### src/rtl/uart_secded_tx.sv
// rtl/uart_secded_tx.sv - UART transmitter with TX FIFO and optional SEC-DED nibble framing
module uart_secded_tx #(
  parameter int DATA_SIZE = 8,
  parameter int SIZE_FIFO = 16,
  parameter int SAMPLE    = 16,
  parameter int STOP_BITS = 1
) (
  input  logic                 clk,
  input  logic                 reset,
  input  logic                 s_tick,
  input  logic                 trans,
  input  logic [DATA_SIZE-1:0] bus_data_in,
  input  logic                 ecc_mode,
  input  logic                 clr_ovf,
  output logic                 tx,
  output logic                 wait_request_write,
  output logic [2:0]           TX_status_register,
  output logic                 busy
);

  localparam int AW         = (SIZE_FIFO > 1) ? $clog2(SIZE_FIFO) : 1;
  localparam int CW         = $clog2(SIZE_FIFO + 1);
  localparam int SH_W       = (DATA_SIZE > 8) ? DATA_SIZE : 8;
  localparam int BW         = $clog2(SH_W + 1);
  localparam int STOP_TICKS = STOP_BITS * SAMPLE;
  localparam int TW         = $clog2(STOP_TICKS + 1);
  localparam int NFR        = DATA_SIZE / 4;
  localparam int FW         = $clog2(NFR + 1);

  localparam logic [CW-1:0] FIFO_FULL_CNT = CW'(SIZE_FIFO);
  localparam logic [TW-1:0] BIT_LAST      = TW'(SAMPLE - 1);
  localparam logic [TW-1:0] STOP_LAST     = TW'(STOP_TICKS - 1);
  localparam logic [BW-1:0] RAW_LAST      = BW'(DATA_SIZE - 1);
  localparam logic [BW-1:0] ECC_LAST      = BW'(7);
  localparam logic [FW-1:0] ECC_FRAMES    = FW'(NFR - 1);

  typedef enum logic [1:0] {IDLE, START, DATA, STOP} state_t;

  // Codeword layout {p0,d3,d2,d1,p3,d0,p2,p1}; p0 makes overall parity even.
  function automatic logic [7:0] secded_enc(input logic [3:0] d);
    logic [6:0] c;
    c = {d[3], d[2], d[1], d[1] ^ d[2] ^ d[3], d[0], d[0] ^ d[2] ^ d[3], d[0] ^ d[1] ^ d[3]};
    return {^c, c};
  endfunction

  logic [DATA_SIZE-1:0] mem [SIZE_FIFO];
  logic [AW-1:0]        wr_ptr, rd_ptr;
  logic [CW-1:0]        count;
  logic                 overflow;
  logic                 fifo_full, fifo_empty, push, pop;

  state_t               state, state_n;
  logic [TW-1:0]        tick_cnt, tick_n;
  logic [BW-1:0]        bit_cnt, bit_n, frame_last;
  logic [SH_W-1:0]      shreg, sh_n;
  logic [DATA_SIZE-1:0] word_rem, word_n, pop_word;
  logic [FW-1:0]        frames_left, frames_n;
  logic                 ecc_lat, ecc_n;
  logic                 tx_reg, tx_n;

  assign fifo_full  = (count == FIFO_FULL_CNT);
  assign fifo_empty = (count == '0);
  assign push       = trans & ~fifo_full;
  assign pop_word   = mem[rd_ptr];
  assign frame_last = ecc_lat ? ECC_LAST : RAW_LAST;

  always_comb begin
    state_n  = state;
    tick_n   = tick_cnt;
    bit_n    = bit_cnt;
    sh_n     = shreg;
    word_n   = word_rem;
    frames_n = frames_left;
    ecc_n    = ecc_lat;
    pop      = 1'b0;
    tx_n     = 1'b1;
    case (state)
      IDLE: begin
        if (!fifo_empty) begin
          pop     = 1'b1;
          state_n = START;
        end
      end
      START: begin
        if (s_tick) begin
          if (tick_cnt == BIT_LAST) begin
            tick_n  = '0;
            bit_n   = '0;
            state_n = DATA;
          end else begin
            tick_n = tick_cnt + TW'(1);
          end
        end
      end
      DATA: begin
        if (s_tick) begin
          if (tick_cnt == BIT_LAST) begin
            tick_n = '0;
            if (bit_cnt == frame_last) begin
              state_n = STOP;
            end else begin
              bit_n = bit_cnt + BW'(1);
              sh_n  = shreg >> 1;
            end
          end else begin
            tick_n = tick_cnt + TW'(1);
          end
        end
      end
      STOP: begin
        if (s_tick) begin
          if (tick_cnt == STOP_LAST) begin
            tick_n = '0;
            // Remaining nibbles go out first; otherwise chain straight into the next FIFO word.
            if (frames_left != '0) begin
              frames_n = frames_left - FW'(1);
              sh_n     = SH_W'(secded_enc(word_rem[3:0]));
              word_n   = word_rem >> 4;
              state_n  = START;
            end else if (!fifo_empty) begin
              pop     = 1'b1;
              state_n = START;
            end else begin
              state_n = IDLE;
            end
          end else begin
            tick_n = tick_cnt + TW'(1);
          end
        end
      end
      default: state_n = IDLE;
    endcase

    if (pop) begin
      tick_n = '0;
      ecc_n  = ecc_mode;
      if (ecc_mode) begin
        sh_n     = SH_W'(secded_enc(pop_word[3:0]));
        word_n   = pop_word >> 4;
        frames_n = ECC_FRAMES;
      end else begin
        sh_n     = SH_W'(pop_word);
        word_n   = pop_word;
        frames_n = '0;
      end
    end

    case (state_n)
      START:   tx_n = 1'b0;
      DATA:    tx_n = sh_n[0];
      default: tx_n = 1'b1;
    endcase
  end

  always_ff @(posedge clk or posedge reset) begin
    if (reset) begin
      state       <= IDLE;
      tick_cnt    <= '0;
      bit_cnt     <= '0;
      shreg       <= '0;
      word_rem    <= '0;
      frames_left <= '0;
      ecc_lat     <= 1'b0;
      tx_reg      <= 1'b1;
      wr_ptr      <= '0;
      rd_ptr      <= '0;
      count       <= '0;
      overflow    <= 1'b0;
    end else begin
      state       <= state_n;
      tick_cnt    <= tick_n;
      bit_cnt     <= bit_n;
      shreg       <= sh_n;
      word_rem    <= word_n;
      frames_left <= frames_n;
      ecc_lat     <= ecc_n;
      tx_reg      <= tx_n;
      if (push) wr_ptr <= wr_ptr + AW'(1);
      if (pop)  rd_ptr <= rd_ptr + AW'(1);
      case ({push, pop})
        2'b10:   count <= count + CW'(1);
        2'b01:   count <= count - CW'(1);
        default: count <= count;
      endcase
      // A fresh overflow wins over a simultaneous clear.
      if (trans && fifo_full) overflow <= 1'b1;
      else if (clr_ovf)       overflow <= 1'b0;
    end
  end

  always_ff @(posedge clk) begin
    if (push) mem[wr_ptr] <= bus_data_in;
  end

  assign tx                 = tx_reg;
  assign busy               = (state != IDLE);
  assign wait_request_write = fifo_full;
  assign TX_status_register = {overflow, fifo_full, fifo_empty};

endmodule

### config.mk
export PLATFORM = sky130hd
export DESIGN_NAME = uart_secded_tx
export DESIGN_NICKNAME = d
export VERILOG_FILES = /design/src/rtl/uart_secded_tx.sv
export SDC_FILE = /design/constraint.sdc
export NUM_CORES = 1
export LEC_CHECK = 0
export ABC_AREA = 1
export CAP_MARGIN = 20
export CORE_MARGIN = 3
export CORE_UTILIZATION = 56
export CTS_CLUSTER_SIZE = 20
export DETAILED_ROUTE_END_ITERATION = 6
export GPL_ROUTABILITY_DRIVEN = 0
export PLACE_DENSITY_LB_ADDON = 0.2
export SLEW_MARGIN = 25
export SYNTH_ARGS = -nofsm -noshare
export SYNTH_HDL_FRONTEND = slang
export SYNTH_SLANG_ARGS = --single-unit
### constraint.sdc
create_clock -name clk -period 3.16 [get_ports clk]
set_clock_uncertainty 0.15 [all_clocks]
set_input_delay 0.632 -clock clk [delete_from_list [all_inputs] [get_ports clk]]
set_output_delay 0.632 -clock clk [all_outputs]
set_load 0.1 [all_outputs]
# Word level (Yosys, flattened, before mapping)
# Memories as Yosys holds them, arrays and structs flattened.
# Cells that the tools add are included.
# Widths: inputs -> output; s select.
# word_totals
register_bits,44
latchBits,0
ramBits,128
mem_bits_ro,0
out_inout_bits,6
wordCells,129
n_memories,1
# classes
n_addsub,7
mul,0
n_div,0
order_cmp,0
n_eq_ne,21
n_shift,0
n_mux,53
bitwise,14
reduce_logical,21
# memory_table
memory,depth,width,rd,rd_clocked_by_memory_dff,wr,line_no,rtl
mem,16,8,1,0,1,46,logic [DATA_SIZE-1:0] mem [SIZE_FIFO];
# ops
operator,n
$mux 8,14
$mux 2,13
$mux 4,5
$mux 5,4
$reduce_bool 2->1,10
$ne 3x3->1 const B,6
$pmux 8 s2,1
$reduce_xor 7->1,2
$add 4x1->4 const B,3
$xor 1x1->1,12
$mux 1,11
$add 5x1->5 const B,2
$ne 2x2->1 const B,5
$pmux 5 s2,1
$eq 2x2->1 const B,4
$pmux 2 s4,1
$pmux 4 s2,1
$reduce_and 7->1,1
$eq 2x1->1 const B,3
$reduce_and 6->1,1
$eq 5x4->1 const B,1
$eq 5x5->1 const B,1
$logic_not 5->1,1
$sub 5x1->5 const B,1
other kinds (11),12

# Depth between registers and ports, before layout
# Gate-level depths: netlist (run 1).
# depth
ltp_word,9
mapped_depth,18
mapped_depth_nobuf,17

# Least setup slack after synthesis (run 1)
# Ideal clock, no wire load.
# synth_path
path_kind,register -> register
from,register count[2]
to,register count[4]
setup_time_ns,0.079
arrival_ns,4.027
slack_ns,-1.097
stages_incl_launch_ff,15
path_cell_list,dfrtp_1 -> nor2_1 -> inv_1 -> nor4_2 -> inv_1 -> nand2_1 -> ha_1 -> xor2_1 -> ha_1 -> a21oi_1 -> or2_2 -> o21ai_1 -> a21oi_1 -> o21ai_0 -> xor2_1
# synth_between
word_cells_on_any_way,15
# synth_lines
element,line_no,rtl
from (decl),48,logic [CW-1:0] count;
from (signal assigned),181,2'b10: count <= count + CW'(1);
from (signal assigned),182,2'b01: count <= count - CW'(1);
from (signal assigned),183,default: count <= count;
$eq 5x5->1 (*),61,assign fifo_full = (count == FIFO_FULL_CNT);
named net wait_request_write,16,"output logic wait_request_write,"
$not 1->1 (*),63,assign push = trans & ~fifo_full;
$and 1x1->1 (*),63,
$eq 2x1->1 / $eq 2x2->1 (equally long branches),180,"case ({push, pop})"
$pmux 5 s2 / $reduce_bool 2->1 (equally long branches),-,
# Mark *: on every way through the listed nets, which the timed path passes. The rest lies on a longest branch.
# A chain may end at the register's enable or synchronous reset.

# Worst setup path after layout (run 1)
# layout_path
from,register count[1]
to,register count[4]
# layout_between
elab_chain_cells,8
word_cells_on_any_way,15
# layout_lines
element,line_no,rtl
$logic_not 5->1,62,assign fifo_empty = (count == '0);
$mux 1,"79, 120",
$mux 1,115,if (frames_left != '0) begin
$mux 1,112,if (tick_cnt == STOP_LAST) begin
$mux 1,111,if (s_tick) begin
$pmux 1 s2,77,case (state)
$eq 2x1->1 / $eq 2x2->1 (equally long branches),180,
$pmux 5 s2 / $reduce_bool 2->1 (equally long branches),-,
# Parallel ways exist; a longest one is shown, timed or not.

==> metrics.txt, run 1 <==
status=complete, no violations; CTS root buf=sky130_fd_sc_hd__clkbuf_16; total leakage power=3.777 nW; largest fanout of any net on the critical path=6; final setup margin=about 0.21 ns; flip-flop count of the largest register, all copies and words added=128; share of the clock period used by the worst path after layout=93.30%; Pins Over Slew Limit=0; wire length on met1=approximately 7700 um; Detail Route met2 WL=8850 um; type of the worst min-delay path=flop to flop; core region area=14150 sq um; Required @ worst endpoint=~3.3 ns; Via Count=5965; Die W=127.5 um; quantity of hold-fixing buffers added after cts=0; net count after synthesis=860; setup repair after global routing missed its margin=false; Area contributors post-synth=sky130_fd_sc_hd__edfxtp_1 46%, sky130_fd_sc_hd__dfrtp_1 13%, sky130_fd_sc_hd__nand2_1 7.9%; Num CTS Buffers=17; most used flip-flop cell after synthesis=sky130_fd_sc_hd__edfxtp_1; cell type with the highest aggregate area in the netlist=sky130_fd_sc_hd__edfxtp_1; maximum capacitance violations=0; CTS HTree Levels=4; DRC violations left=0; worst slew margin relative to its limit=51.40%; Synth Instances=830; starting utilization of the core area=58.46%; Clock Sinks=172; share of the synthesized area in the top cell type=46.47%; area of the mapped netlist=8272 sq um; synthesized flop and latch total=172; FFs w/ async S/R, synth=roughly a quarter; final critical path time including I/O delays and setup=just under 3 ns; number of setup violations in the final report=0; Max Clock Freq=approximately 340 MHz; Skew-Pair Late Insertion Delay=0.42 ns; total overflow reported by the global router=0; I/O pin total=20; placed insts=slightly above 1000; Layout fillers=1109; uppermost layer routed=met4; Reg with most FFs=mem; type of element launching the critical path=flop; Place WS=-0.01315 ns; distinct cell type count after synthesis=48; Tot Pwr=8.492 mW; Total Die Area=roughly 16000 sq um; Routed WL=approximately 18000 um; Post-Route Setup TNS=0 ns; half-perimeter wire length after placement=12080 um; ratio of cells with drive above 1 in the final layout=roughly a tenth; buffer levels on the longest clock path=2; Syn-to-layout area delta=11.24%; Routed Antenna Nets=0; CTS clock-pin slew for the worst setup and hold paths=0.06 ns; sequential-to-total area share from yosys stat=59.79%; # nets final=890; all-layer global routing usage=22.95%; Post-CTS Setup Inserts=0; YS warnings=0; number of flops mapped to enable cells by yosys=128; detail-routed via count per cell=5.670; type of the worst setup path=flop to flop; post-CTS sizing=0; clock tree from TritonCTS=built; Most Frequent Cell on Critical Path=sky130_fd_sc_hd__a21oi_1; vertical die dimension=127.5 um; Final Util=65.03%; via count of the first global-routing pass=5594; Fin. Hold Viols=0; number of DRC violations after detailed-routing iteration 0=639; standard-cell row count=43; power density of the placed cells=a little over 900 nW/um^2; antenna violations before repair=0; chain of cells forming the critical path=nor2_1 > nand4_1 > nand3b_4 > clkinv_4 > ha_4 > xor2_2 > ha_2 > a21oi_1 > or2_4 > o21ai_2 > a21oi_1 > o21ai_1 > xor2_1; total inserted antenna cells=0; kind of end point of the critical path=flop; first-pass GRT wire length=between 20000 and 30000 um; crit path max-delay cell type=sky130_fd_sc_hd__dfrtp_1; count of buffers from port buffering=19; Pre-Repair DR Iteration Count=6; biggest registers after layout=mem: 128 flops, shreg: 8 flops, word_rem: 8 flops; arrival time reported for the critical path endpoint=3.10 ns; largest vdd supply drop=just over 0.0005 V; Post-Synthesis Mean Instance Area=roughly 10 sq um; maximum cell stage delay along the critical path=between 0.4 and 0.5 ns; transition time at the pin with the least slew margin=between 0.7 and 0.8 ns; average wire length per cell after detail routing=17.02 um; fin cells=1052; DR WL met3=1054 um; largest net degree at the start of global routing=74
final timing paths:
check	from	endpoint	slack, ns	cells past startpoint
min	word_rem[4]	word_rem[4]	0.33	2
max in group asynchronous	reset	frames_left[0]	1.84	3
min reg2reg	word_rem[4]	word_rem[4]	0.33	2
max	count[1]	count[4]	0.21	13
min in group asynchronous	reset	wr_ptr[1]	0.39	2
max reg2reg	count[1]	count[4]	0.21	13
cell families (layout without fill, tap and decap cells):
| family | after synthesis | in the layout | synth area share (%) |
|---|---|---|---|
| xor gates and xnor gates | 20 | 20 | 2.118 |
| DFF | 172 | 172 | 59.79 |
| adders and majority gates | 16 | 16 | 2.420 |
| muxes | 1 | 1 | 0.1361 |
| and+or+nand+nor | 372 | 372 | 19.62 |
| AOI/OAI and AO/OA | 122 | 122 | 8.607 |
| buffers and inverters | 127 | 169 | 7.306 |
critical path: cells and delay by family, from the launching register on:
family / cells / cell delay (ns)
adder cells (fa/ha/maj): 2 / 0.38
buffers and inverters: 1 / 0.09
flip-flops: 1 / 0.45
AND/OR/NAND/NOR: 4 / 0.92
AO/OA/AOI/OAI: 4 / 0.53
XOR/XNOR: 2 / 0.31
routing by layer:
metal | vias up | track usage (%)
met1 | 2864 | 31.18
met4 | 0 | 7.319
met5 | - | 0
met3 | 26 | 4.264
met2 | 212 | 37.72
li1 | 2863 | -
cell type report:
class                      count  area (sq um)  share of cell area, %
clock buffer                  21         440.4                  4.787
clock inverter                10         100.1                  1.088
inverter                      93         356.6                  3.875
multi-input combinational    531          2761                  30.01
sequential                   172          4947                  53.77
tap                          180         225.2                  2.448
timing repair buffer          45         370.4                  4.025
cells in the mapped netlist (7+ instances only):
cell type	count
sky130_fd_sc_hd__o22ai_1	14
sky130_fd_sc_hd__o21ai_0	57
sky130_fd_sc_hd__clkbuf_1	7
sky130_fd_sc_hd__ha_1	16
sky130_fd_sc_hd__buf_4	10
sky130_fd_sc_hd__o21ai_1	12
sky130_fd_sc_hd__xor2_1	17
sky130_fd_sc_hd__buf_6	10
sky130_fd_sc_hd__nand3_1	84
sky130_fd_sc_hd__dfrtp_1	43
sky130_fd_sc_hd__nand2_1	175
sky130_fd_sc_hd__nor2_1	85
sky130_fd_sc_hd__inv_1	85
sky130_fd_sc_hd__edfxtp_1	128
sky130_fd_sc_hd__a21oi_1	17
metrics by stage:
step / hold slack [ns] / instance area, sq um
after floorplan: 0.2950 / 8312
after global placement: 0.3104 / 8661
after detailed placement: 0.3113 / 8661
after CTS: 0.3277 / 9201
after global routing: 0.3485 / 9201
final: 0.3329 / 9201
layout by cell type, fill, tap and decap left out, types with 13 or more instances in the layout:
cell type,n
sky130_fd_sc_hd__clkbuf_16,17
sky130_fd_sc_hd__dfrtp_1,42
sky130_fd_sc_hd__edfxtp_1,128
sky130_fd_sc_hd__nand3_1,84
sky130_fd_sc_hd__clkdlybuf4s50_1,13
sky130_fd_sc_hd__inv_1,84
sky130_fd_sc_hd__nand2_1,174
sky130_fd_sc_hd__ha_1,14
sky130_fd_sc_hd__o21ai_0,56
sky130_fd_sc_hd__buf_4,32
sky130_fd_sc_hd__xor2_1,16
sky130_fd_sc_hd__o22ai_1,14
sky130_fd_sc_hd__nor2_1,85
sky130_fd_sc_hd__a21oi_1,17
report_power, final:
| group | internal (mW) | total (mW) | switching [mW] | leakage, nW |
|---|---|---|---|---|
| clock network | 1.14 | 1.93 | 0.782 | 0.257 |
| registers | 2.84 | 3.06 | 0.226 | 1.70 |
| logic | 1.08 | 3.50 | 2.43 | 1.82 |
| total | 5.06 | 8.49 | 3.44 | 3.78 |
No activity file was read; power rests on OpenSTA's default activity.
==> run 2: changes to the inputs <==
- SKIP_CTS_REPAIR_TIMING: unset -> 1
==> results of run 2 <==
Same layout as run 1: the final DEF is identical, and so are final timing and power.
==> run 3: changes to the inputs <==
- CORE_MARGIN: 3 -> 8
==> run 3 against run 2 <==
Net effect:
- global-route usage is 2.2 points lower
- utilization fell by 1.4 points
- sequential cell count did not move
- critical path depth up 1
- design area is 0.19% higher
- first-iteration DRC count is 8.9% lower
- sequential power grew 2%
- critical endpoint unchanged
- largest cell class unchanged
- largest power group unchanged
==> metrics.txt, run 3 (synthesis results as in run 1) <==
status=complete, no violations; post-route standard cell area excluding fillers=9219 sq um (+0.19%); CTS HTree Levels=4 (unchanged); cell internal power dissipation=4.984 mW (-1.4%); arrival time reported for the critical path endpoint=3.12 ns (+0.02 ns); Die W=137.5 um (+7.8%); transition time at the pin with the least slew margin=0.8206 ns (+0.09386 ns); setup repair after global routing missed its margin=false; type of element launching the critical path=flop; Num CTS Buffers=17 (unchanged); standard-cell row count=44 (+2.3%); all-layer global routing usage=20.80% (-2.2 points); slack of the worst reg-to-reg path=0.24 ns (+0.03 ns); clock share of power=22.4% (-0.3 points); via count of the first global-routing pass=5908 (+5.6%); combinational share of power=40.8% (-0.5 points); Layout fillers=1135 (+2.3%); area of all sequential standard cells=4947 sq um (unchanged); total inserted antenna cells=0 (unchanged); number of setup violations in the final report=0 (unchanged); share of the clock period used by the worst path after layout=92.37% (-0.93 points); Total Die Area=18920 sq um (+16%); Fin. Hold Viols=0 (unchanged); clock tree from TritonCTS=built; half-perimeter wire length after placement=12320 um (+2.0%); Place WS=-0.08727 ns (-0.07412 ns); Final Util=63.67% (-1.4 points); detail-routed via count per cell=5.651 (-0.33%); worst slew margin relative to its limit=45.21% (-6.2 points); final critical path time including I/O delays and setup=2.919 ns (-0.02935 ns); Max Clock Freq=342.6 MHz (+1.0%); largest vdd supply drop=0.0005173 V (+0.64%); buffer levels on the longest clock path=2 (unchanged); Required @ worst endpoint=3.36 ns (+0.05 ns); worst hold path depth=2 (unchanged); Pre-Repair DR Iteration Count=7 (+1); CTS root buf=sky130_fd_sc_hd__clkbuf_16; first-pass GRT wire length=29970 um (+4.4%); flip-flop count of the largest register, all copies and words added=128 (unchanged); area occupied by multi-input gates=2761 sq um (unchanged); biggest registers after layout=mem: 128 flops, shreg: 8 flops, word_rem: 8 flops; Syn-to-layout area delta=11.45%; end point of the worst hold path=word_rem[4]; fin cells=1058 (+0.57%); final setup margin=0.2411 ns (+0.02935 ns); placed insts=1026 (+0.49%); worst reg2reg path startpoint=count[1]; net switching share of the total power=40.99% (+0.52 points); Clock Sinks=172 (unchanged); number of DRC violations after detailed-routing iteration 0=582 (-8.9%); # nets final=891 (+0.11%); CTS clock-pin slew for the worst setup and hold paths=0.06 ns (about the same); type of the worst setup path=flop to flop; ratio of cells with drive above 1 in the final layout=10.87% (+0.32 points); starting utilization of the core area=57.13% (-1.3 points); Skew-Pair Late Insertion Delay=0.43 ns (about the same); Routed Antenna Nets=0 (unchanged); type of the worst min-delay path=flop to flop; maximum capacitance violations=0 (unchanged); antenna violations before repair=0 (unchanged); chain of cells forming the critical path=nor2_1 > inv_1 > nor4_4 > inv_1 > nand2_2 > ha_4 > xor2_2 > ha_2 > a21oi_1 > or2_4 > o21ai_2 > a21oi_1 > o21ai_1 > xor2_1; Via Count=5979 (+0.23%); Worst Min Path Start=word_rem[4]; I/O pin total=20 (unchanged); Reg with most FFs=mem; DP Area=8686 sq um (+0.29%); power spent charging and discharging nets=3.462 mW (+0.75%); Pins Over Slew Limit=0 (unchanged); Routed WL=18230 um (+1.8%); power density of the placed cells=916.2 nW/um^2 (-0.73%); core region area=14480 sq um (+2.3%); count of buffers from port buffering=19 (unchanged); crit path max-delay cell type=sky130_fd_sc_hd__dfrtp_1; average wire length per cell after detail routing=17.23 um (+1.2%); sequential share of power=36.8% (+0.7 points); total leakage power=3.785 nW (+0.22%); end of the worst register-to-register path=count[4]; reg2reg path depth=14 (+1); largest net degree at the start of global routing=44 (-41%); DRC violations left=0 (unchanged); most common cell after layout, fill and taps aside=sky130_fd_sc_hd__nand2_1; commonest non-fill, non-tap cells in the layout=174 x sky130_fd_sc_hd__nand2_1, 128 x sky130_fd_sc_hd__edfxtp_1, 85 x sky130_fd_sc_hd__nor2_1, 84 x sky130_fd_sc_hd__inv_1, 84 x sky130_fd_sc_hd__nand3_1; largest fanout of any net on the critical path=6 (unchanged); vertical die dimension=137.5 um (+7.8%); kind of end point of the critical path=flop; maximum cell stage delay along the critical path=0.44 ns (about the same); total overflow reported by the global router=0 (unchanged)
run 3: changes by cell type in the layout (fill, tap and decap cells not counted), sizes merged:
| cell | delta |
|---|---|
| clkinv | +6 |
| clkbuf | -4 |
| buf | +1 |
| bufinv | -1 |
run 3: layout make-up:
cell class                 count  share of cell area, %
tap                          184                  2.497
inverter                      93                  3.868
clock buffer                  17                  4.615
timing repair buffer          46                  4.235
multi-input combinational    531                  29.95
clock inverter                15                  1.167
sequential                   172                  53.66
run 3: worst max path at each step:
stage	start	end	slack (ns)
floorplan	count[1]	count[4]	-0.33
global placement	s_tick	count[4]	0.10
detailed placement	s_tick	count[4]	-0.09
CTS	count[1]	count[4]	0.27
global route	count[1]	count[4]	0.07
finish	count[1]	count[4]	0.24
run 3: worst max-delay path, delay by kind of cell (launching register included):
family / cells / cell delay (ns)
AND/OR/NAND/NOR: 4 / 0.86
flip-flops: 1 / 0.44
XOR/XNOR: 2 / 0.39
adder cells (fa/ha/maj): 2 / 0.39
AO/OA/AOI/OAI: 4 / 0.41
buffers and inverters: 2 / 0.19
run 3: power by group through the flow:
stage | sequential [mW] | combinational, mW | clock (mW)
finish | 3.11 | 3.45 | 1.89
global route | 3.14 | 3.85 | 2.01
floorplan | 3.08 | 2.70 | 0
CTS | 3.10 | 3.42 | 1.91
global placement | 3.12 | 3.27 | 0
detailed placement | 3.14 | 3.40 | 0
run 3: stage by stage:
stage                     hold WS [ns]  total power, mW  setup TNS [ns]
after floorplan                 0.2950            5.783         -0.4623
after global placement          0.3127            6.395               0
after detailed placement        0.3143            6.540        -0.08727
after CTS                       0.3304            8.431               0
after global routing            0.3526            9.009               0
final                           0.3310            8.446               0
run 3: routing by layer:
metal / vias up / wire length (um) / share of wire [%] / track usage [%]
met5: - / 0 / 0 / 0
met4: 0 / 407 / 2.2 / 9.535
met3: 36 / 1035 / 5.7 / 3.793
met2: 220 / 8837 / 48 / 34.10
met1: 2869 / 7950 / 44 / 26.33
li1: 2854 / - / - / -
